### config.mk
export PLATFORM = sky130hd
export DESIGN_NAME = exec_seq_unit
export DESIGN_NICKNAME = d
export VERILOG_FILES = /design/src/rtl/exec_seq_unit.sv
export SDC_FILE = /design/constraint.sdc
export NUM_CORES = 1
export LEC_CHECK = 0
export ABC_AREA = 0
export CORE_ASPECT_RATIO = 1.75
export CORE_MARGIN = 3
export CORE_UTILIZATION = 40
export CTS_CLUSTER_SIZE = 30
export DETAILED_ROUTE_END_ITERATION = 12
export HOLD_SLACK_MARGIN = 0.05
export PLACE_DENSITY = 0.72
export SLEW_MARGIN = 20
export SYNTH_ARGS = -nofsm -noshare
export SYNTH_HDL_FRONTEND = slang
export SYNTH_SLANG_ARGS = --single-unit
export TNS_END_PERCENT = 5
### constraint.sdc
create_clock -name clk -period 2.3 [get_ports clk]
set_input_delay 0.23 -clock clk [delete_from_list [all_inputs] [get_ports clk]]
set_output_delay 0.23 -clock clk [all_outputs]
set_load 0.03 [all_outputs]
### src/rtl/exec_seq_unit.sv
// exec_seq_unit: multi-cycle sequencer for shift-add multiply and single-bit-step shifts/rotate
module exec_seq_unit (
  input  logic       clk,
  input  logic       reset,
  input  logic       start,
  input  logic [1:0] op,
  input  logic [7:0] RD1,
  input  logic [7:0] RD2,
  output logic       busy,
  output logic       done,
  output logic [7:0] result,
  output logic       carry
);
  typedef enum logic [1:0] {IDLE, RUN, DONE} state_t;
  state_t state, state_nx;
  logic [3:0] cnt;
  logic [7:0] acc, opb;
  logic [1:0] opr;
  logic [15:0] prod;
  logic cry;
  logic [8:0] sum;
  always_comb begin
    state_nx = state == IDLE ? (start ? RUN : IDLE) : state == RUN ? (cnt == 4'd0 ? DONE : RUN) : IDLE;
    sum = {1'b0, prod[15:8]} + (prod[0] ? {1'b0, opb} : 9'd0);
  end
  assign busy = state == RUN;
  assign done = state == DONE;
  always_ff @(posedge clk)
    state <= reset ? IDLE : state_nx;
  // ROR's new bit 7 is the old bit 0, so cry tracks both the LSR shift-out and the ROR result msb
  always_ff @(posedge clk) begin
    if (reset) begin
      cnt <= '0;
      acc <= '0;
      opb <= '0;
      opr <= '0;
      prod <= '0;
      cry <= 1'b0;
      result <= '0;
      carry <= 1'b0;
    end else if (state == IDLE && start) begin
      acc <= RD1;
      opb <= RD2;
      opr <= op;
      prod <= {8'd0, RD1};
      cry <= 1'b0;
      cnt <= op == 2'b00 ? 4'd8 : {1'b0, RD2[2:0]};
    end else if (state == RUN && cnt != 4'd0) begin
      cnt <= cnt - 4'd1;
      prod <= {sum, prod[7:1]};
      acc <= opr == 2'b01 ? {acc[6:0], 1'b0} : opr == 2'b10 ? {1'b0, acc[7:1]} : {acc[0], acc[7:1]};
      cry <= opr == 2'b01 ? acc[7] : acc[0];
    end else if (state == RUN) begin
      result <= opr == 2'b00 ? prod[7:0] : acc;
      carry <= opr == 2'b00 ? |prod[15:8] : cry;
    end
  end
endmodule

==> impl_results.md <==
* Status: finished, final reports clean
* Total Neg Setup Slack at 0 ns
* Clock sinks at 50
* Area Growth Syn to Fin at 18.33%
* PD cells at 703.9 mW/mm^2
* Most frequent cells in the layout: 59 x nand2_1, 50 x dfxtp_1, 32 x a21oi_1
* HP Class: flop to flop
* Crit share post-route at 92.16%
* Clock Tree Buf Depth at 2
* Share of layout cells above drive strength 1 at 8.187%
* Hold path depth at 2
* Req. time, crit path at 2.55 ns
* Via count at 2,394
* MaxCap Viol Count at 0
* Cts hold-fix bufs at 0
* Final WS setup at 0.1803 ns
* Port bufs at 31
* Ys flop type: dfxtp_1
* DRT iter0 DRCs at between 70 and 80
* Unrepaired setup endpoints after global routing: false
* Synth top area cells: dfxtp_1 38%, nand2_1 8.5%, a21oi_1 6.1%, ha_1 4.8%, a311oi_1 3.7%
* GPL Wtd Cong at 0.8965
* Setup crit start kind: flop
* Mapped Nets at 348
* Residual DRC at 0
* Lkg Pwr at around 1.2 nW
* Clock slew seen by the registers of the worst setup and hold paths at 0.09 ns
* Detail Route Antenna Nets at 0
* Final Hold Vio Count at 0
* Chip height at 112.8 um
* Post-Syn Area per Cell at 8.252 um^2
* VDD IR max at 0.5301 mV
* Worst Path Arrival at 2.36 ns
* Via/cell ratio at about 5.7
* Die area at 0.007561 mm^2
* Die X at 67.03 um
* Synthesized cell area at 0.002608 mm^2
* Initial antenna violation count at 0
* Total track usage at ~18%
* Routed wire length at 6315 um
* FFs w/ async S/R, synth at 0%
* HPWL after DPL at 4690 um
* Max-slew violation count at 0
* Number of synthesized flops with an enable pin at 0
* Root buffer cell: clkbuf_8
* Drt first pass iters at 4
* R2R depth at 7
* Top cell type's share of synthesized area at 38.39%
* Max_slew headroom at 53.58%
* Vias in the first global route at 2,357
* Reg2reg setup slack at 0.18 ns
* Maximum clock frequency at 471.8 MHz
* Actual slew at the worst max-slew pin at 0.6899 ns
* # H-tree levels at 2
* Io pins at 32
* Post-synthesis sequential area ratio at 38.39%
* Post-Synthesis Cells at 316
* ANT cells at 0
* Clk_skew at 0.004069 ns
* Place WS at 0.1623 ns
* CP Max Fanout at 3
* Synth warn at 0
* Worst-Skew Late Latency at 0.30 ns
* CP Class: flop to flop
* Largest net degree at the start of global routing at 42
* Commonest non-fill, non-tap cell in the layout: nand2_1
* DR WL/cell at around 15 um
* Fin crit period at about 2.1 ns
* Fin nets at 373
* Cell variety after synth at 46
* First-pass GRT wire length at 10,670 um
* Most area-hungry cell type in the Yosys netlist: dfxtp_1
* Final setup vio count at 0
* CP endpoint kind: flop
* Core Area at 0.006276 mm^2
* Rows at 38
* Gr ovfl total at 0
* TritonCTS Buffers at 5
* CTS tree: done
* Synth Register Bits at 50
* Starting Density at 41.55%
==> Yosys cell counts, drive strengths merged (7+ instances only) <==
cell	count
mux2i	8
nand3	12
buf	11
o21ai	15
a211oi	7
ha	10
a311oi	12
a21oi	33
nand2	59
clkbuf	10
nor2	25
and2	9
dfxtp	50
==> metrics by stage <==
stage	hold WS [ns]	std cells	total power, mW	area [um^2]	utilization, %
after detailed placement	0.4431	414	1.578	2977	47.43
after global routing	0.4748	422	2.281	3085	49.16
after global placement	0.4455	414	1.571	2977	47.43
final	0.4541	422	2.172	3085	49.16
after floorplan	0.3660	316	1.410	2608	-
after CTS	0.4561	422	2.187	3085	49.16
==> worst max-delay path: stages (launching register included) <==
cell and delay, ns:
dfxtp_1 0.32, and2_1 0.15, ha_1 0.21, fa_1 0.43, a211oi_1 0.31, o21ai_1 0.15, a2111o_1 0.42, nand3_1 0.08
==> flip-flops by register name, indices dropped and copies added (netlist names) <==
name,flops
carry,1
state,2
opb,8
prod,16
opr,2
cnt,4
result,8
acc,8
cry,1
==> where the power goes <==
group / switching [mW] / total [mW] / internal, mW
clock: 0.292 / 0.612 / 0.320
combinational: 0.319 / 0.547 / 0.229
sequential: 0.0704 / 1.01 / 0.942
==> path summary, 6_finish.rpt <==
kind	from	endpoint
max	opb[0]$_SDFFE_PP0P_	prod[13]$_SDFFE_PP0P_
min reg2reg	opb[3]$_SDFFE_PP0P_	opb[3]$_SDFFE_PP0P_
min	opb[3]$_SDFFE_PP0P_	opb[3]$_SDFFE_PP0P_
max reg2reg	opb[0]$_SDFFE_PP0P_	prod[13]$_SDFFE_PP0P_
==> final cells by class <==
cell class | count | area [um^2]
Tap cell | 80 | 100.1
Inverter | 5 | 18.77
Clock buffer | 5 | 68.82
Sequential cell | 50 | 1001
Multi-Input combinational cell | 240 | 1474
Clock inverter | 3 | 40.04
Fill cell | 644 | 3191
Timing Repair Buffer | 39 | 382.9
==> metal layers <==
| metal | part of all wire (%) | GRT usage (%) | vias to the layer above |
|---|---|---|---|
| met1 | 42 | 21.16 | 1130 |
| met2 | 50 | 29.30 | 58 |
| met3 | 3.3 | 2.880 | 20 |
| met5 | 0 | 0 | - |
| li1 | - | - | 1186 |
| met4 | 4.0 | 9.892 | 0 |
==> repair_timing <==
item / in CTS / in global routing
gates resized for setup: 0 / 1
setup endpoints to repair: 0 / 1
setup buffers: 0 / 0
==> cell families (layout without fill, tap and decap cells) <==
kind of cell	count (synthesis)	after routing	share of synthesized area (%)
buf+inv	26	52	5.278
xor+xnor	4	4	1.344
fa+ha+maj	11	11	5.566
mux	8	8	3.071
compound gates	93	93	23.90
simple gates	124	124	22.46
flops	50	50	38.39
Note: power is estimated with default switching activity, not from simulation.
==> patch 1 (same settings) <==
Encoding of `state_t`: now one-hot (3 bits for 3 states).
--- a/src/rtl/exec_seq_unit.sv
+++ b/src/rtl/exec_seq_unit.sv
@@ -12,5 +12,5 @@
   output logic       carry
 );
-  typedef enum logic [1:0] {IDLE, RUN, DONE} state_t;
+  typedef enum logic [2:0] {IDLE = 3'b001, RUN = 3'b010, DONE = 3'b100} state_t;
   state_t state, state_nx;
   logic [3:0] cnt;
Behaviour: same outputs for any inputs over 10 cycles, from zero or initial values and one cycle with reset high; not proved beyond that.
==> patch 1 against the original RTL <==
Total power is 13% lower; critical path type is now flop to primary output; largest cell class unchanged; via count down 0.75%; design area rose by 1.6%; sequential cell count increased by 1; largest power group unchanged; routed wire length decreased by 0.71%; area after synthesis decreased by 1.0%; non-clock buffer count increased by 5; sequential share of layout area increased by 0.13 points; fmax shrank 3.1%; cell count increased by 0.24%; critical path depth decreased by 4; setup slack got worse by 67 ps.
==> patch 1: results (changes against the original RTL) <==
RUN STATUS
--------------------------------------------------------------------------------
Outcome                                                             finished, final reports clean

SETUP PATH
--------------------------------------------------------------------------------
Max stage delay on crit path                                              670 ps   +240 ps
Critical path's slowest cell                                        sky130_fd_sc_hd__clkdlybuf4s50_1
Worst setup startpoint                                                  state[1]
Arrival time at the worst endpoint                                       1960 ps   -400 ps
Cell type group with the largest total delay on the critical path   buffers and inverters

DRT
--------------------------------------------------------------------------------
Met1 wire length                                                         2.63 mm   -1.3%
Wire length on met2                                                      3.18 mm   -0.22%
Routed wl met3                                                            309 um   +50%
Average vias per placed instance                                            5.62   -0.99%
Vias                                                                       2,376   -0.75%
First-iteration detailed-routing DRC count                                   168   +120%

GLOBAL ROUTE
--------------------------------------------------------------------------------
Wire length of the first global-routing pass                             10.6 mm   -0.84%
GR met3 Demand/Resource                                                    3.70%   +0.82 points
Via count of the first global-routing pass                                 2,254   -4.4%
Total global routing track utilization                                     18.1%   +0.42 points
GR Layer Usage met1                                                        21.9%   +0.77 points
Largest net degree at the start of global routing                             34   -19%
Met2 demand-to-capacity share in global routing                            30.4%   +1.1 points

PLACEMENT
--------------------------------------------------------------------------------
Estimated wirelength of the detail-placed design                         4.52 mm   -3.7%
Worst setup slack before clock tree synthesis                             191 ps   +29.0 ps
Post-place instance area                                            0.00302 sq mm   +1.3%

MIN PATH
--------------------------------------------------------------------------------
Min-Delay Endpoint                                                        opb[2]
Hold Startpoint                                                           opb[2]

PWR
--------------------------------------------------------------------------------
Static Leakage                                                           1.14 nW   -2.9%
Maximum VDD drop                                                          455 uV   -14%
Clock group total power                                               0.000643 W   +5.1%
Net switching power of the design                                     0.000485 W   -29%

LAYOUT
--------------------------------------------------------------------------------
Filler cells                                                                 614   -4.7%
Total number of nets in the final design                                     374   +0.27%

YOSYS
--------------------------------------------------------------------------------
Syn nets                                                                     346   -0.57%
Synth cell count leaders                                            sky130_fd_sc_hd__dfxtp_1, sky130_fd_sc_hd__nand2_1, sky130_fd_sc_hd__a21oi_1
Fraction of the mapped netlist area in compound gates                      24.1%   +0.19 points
Count of cell types in the netlist                                            44   -4.3%
Adder-cell share of the synthesized area                                   5.62%   +0.057 points
Leading cell types by total area after synthesis                    sky130_fd_sc_hd__dfxtp_1, sky130_fd_sc_hd__nand2_1, sky130_fd_sc_hd__a21oi_1
Netlist area before placement                                       0.00258 sq mm   -1.0%
Sequential element share of the synthesized area                           39.6%   +1.2 points

STA
--------------------------------------------------------------------------------
Final setup margin                                                        113 ps   -66.8 ps
Worst hold slack across all endpoints                                     456 ps   +1.49 ps

==> patch 1: cell count changes in the layout (fill, tap and decap cells not counted), moves of 4 or more <==
cell                       before  now
sky130_fd_sc_hd__a21oi_1       32   25
sky130_fd_sc_hd__a31oi_1        5    9
sky130_fd_sc_hd__buf_4          7   11
sky130_fd_sc_hd__mux2i_1        8    2
sky130_fd_sc_hd__mux2_2         0    6
sky130_fd_sc_hd__o211ai_1       4    9
sky130_fd_sc_hd__o21bai_1       0    7
sky130_fd_sc_hd__a211o_1        6    1
sky130_fd_sc_hd__nand2_1       59   50
==> patch 1: area by class of cell <==
| cell class | instances | share of cell area [%] |
|---|---|---|
| Inverter | 6 | 0.758 |
| Clock buffer | 6 | 2.63 |
| Tap cell | 80 | 3.19 |
| Sequential cell | 51 | 32.6 |
| Multi-Input combinational cell | 234 | 45.9 |
| Timing Repair Buffer | 44 | 13.8 |
| Clock inverter | 2 | 1.12 |
==> patch 2 (same flow settings) <==
Made on the original files. Put a register stage on the outputs `busy` and `done`, cleared by the reset. The values now appear one clock later. The other outputs are not delayed to match.
--- a/src/rtl/exec_seq_unit.sv
+++ b/src/rtl/exec_seq_unit.sv
@@ -24,6 +24,13 @@
     sum = {1'b0, prod[15:8]} + (prod[0] ? {1'b0, opb} : 9'd0);
   end
-  assign busy = state == RUN;
-  assign done = state == DONE;
+  always_ff @(posedge clk) begin
+    if (reset) begin
+      busy <= '0;
+      done <= '0;
+    end else begin
+      busy <= state == RUN;
+      done <= state == DONE;
+    end
+  end
   always_ff @(posedge clk)
     state <= reset ? IDLE : state_nx;
Check against the original RTL: not equivalent (Yosys sat finds a counterexample within 4 cycles, from zero or initial values and one cycle with reset high).
==> patch 2 against the original RTL <==
Total power is 5.7% higher; critical path type unchanged; worst hold slack better by 1.3 ps; critical endpoint unchanged; synthesized cell count is 0.32% higher; largest power group unchanged; fmax is 2.3% lower; routed wire length is 4.9% higher; cell count is 0.95% higher; design area is 3.3% higher; setup slack worse by 50 ps; global-route usage is 1.4 points higher; highest routed layer unchanged; combinational power is 0.9% higher; sequential cell count is 2 higher; area after synthesis is 2.6% higher; clock power is 14% higher.
==> patch 2: results (changes against the original RTL) <==
YOSYS
--------------------------------------------------------------------
Cells after Synth                                                317   +0.32%
Synth cell count leaders                                sky130_fd_sc_hd__nand2_1, sky130_fd_sc_hd__dfxtp_1, sky130_fd_sc_hd__a21oi_1
Syn nets                                                         349   +0.29%
Fraction of the mapped netlist area in compound gates          24.1%   +0.23 points
Sequential element share of the synthesized area               38.9%   +0.51 points
Adder-cell share of the synthesized area                       5.42%   -0.14 points

DRT
--------------------------------------------------------------------
Average vias per placed instance                                5.60   -1.3%
Average routed wire per standard cell                        15.5 um   +3.9%
First-iteration detailed-routing DRC count                       128   +66%

GLOBAL ROUTE
--------------------------------------------------------------------
Total global routing track utilization                         19.1%   +1.4 points
Via count of the first global-routing pass                     2,411   +2.3%

LAYOUT
--------------------------------------------------------------------
Ratio of cells with drive above 1 in the final layout          9.83%   +1.6 points
Total number of nets in the final design                         377   +1.1%
Layout Utilization                                             50.4%   +1.2 points
Filler cells                                                     619   -3.9%

STA
--------------------------------------------------------------------
Max Clock Skew                                               5.95 ps   +1.88 ps
Maximum clock frequency                                      461 MHz   -2.3%
Worst hold slack across all endpoints                         455 ps   +1.26 ps

MIN PATH
--------------------------------------------------------------------
Min-Delay Endpoint                                            opb[0]
Hold Startpoint                                               opb[0]

PWR
--------------------------------------------------------------------
Proportion of total power due to net switching                 30.7%   -0.65 points
Static Leakage                                               1.20 nW   +1.8%

CLOCKING
--------------------------------------------------------------------
Skew-Pair Late Insertion Delay                                320 ps   +20 ps

PLACEMENT
--------------------------------------------------------------------
Post-place instance area                                0.00306 sq mm   +2.8%

FLOORPLANNING
--------------------------------------------------------------------
Floorplan core area                                     0.00632 sq mm   +0.76%

RUN STATUS
--------------------------------------------------------------------
Outcome                                                 finished, final reports clean

SETUP PATH
--------------------------------------------------------------------
Arrival time at the worst endpoint                           2430 ps   +70 ps
Register-to-register setup slack                              130 ps   -50 ps

## patch 2: layer usage
metal  vias to the layer above  share of wire (%)  track usage (%)  routed length, um
met5                         -                  0                0                  0
met4                         0                3.8             10.8                251
met3                        16                3.2             3.34                211
met2                        56                 52             31.7               3470
met1                      1124                 41             22.5               2690
li1                       1190                  -                -                  -
## patch 2: cell type report
class	count	share of cell area, %
Inverter	3	0.353
Sequential cell	52	32.7
Timing Repair Buffer	41	12.1
Tap cell	80	3.14
Multi-Input combinational cell	242	47.8
Clock inverter	1	0.942
Clock buffer	7	3.02
## patch 2: power groups by stage
stage	logic (W)	registers [W]	clock network [W]
2_1_floorplan	0.000362	0.00109	0
3_3_place_gp	0.000545	0.00107	0
3_5_place_dp	0.000551	0.00107	0
4_1_cts	0.000555	0.00105	0.000714
5_1_grt	0.000608	0.00106	0.000747
6_report	0.000552	0.00105	0.000695
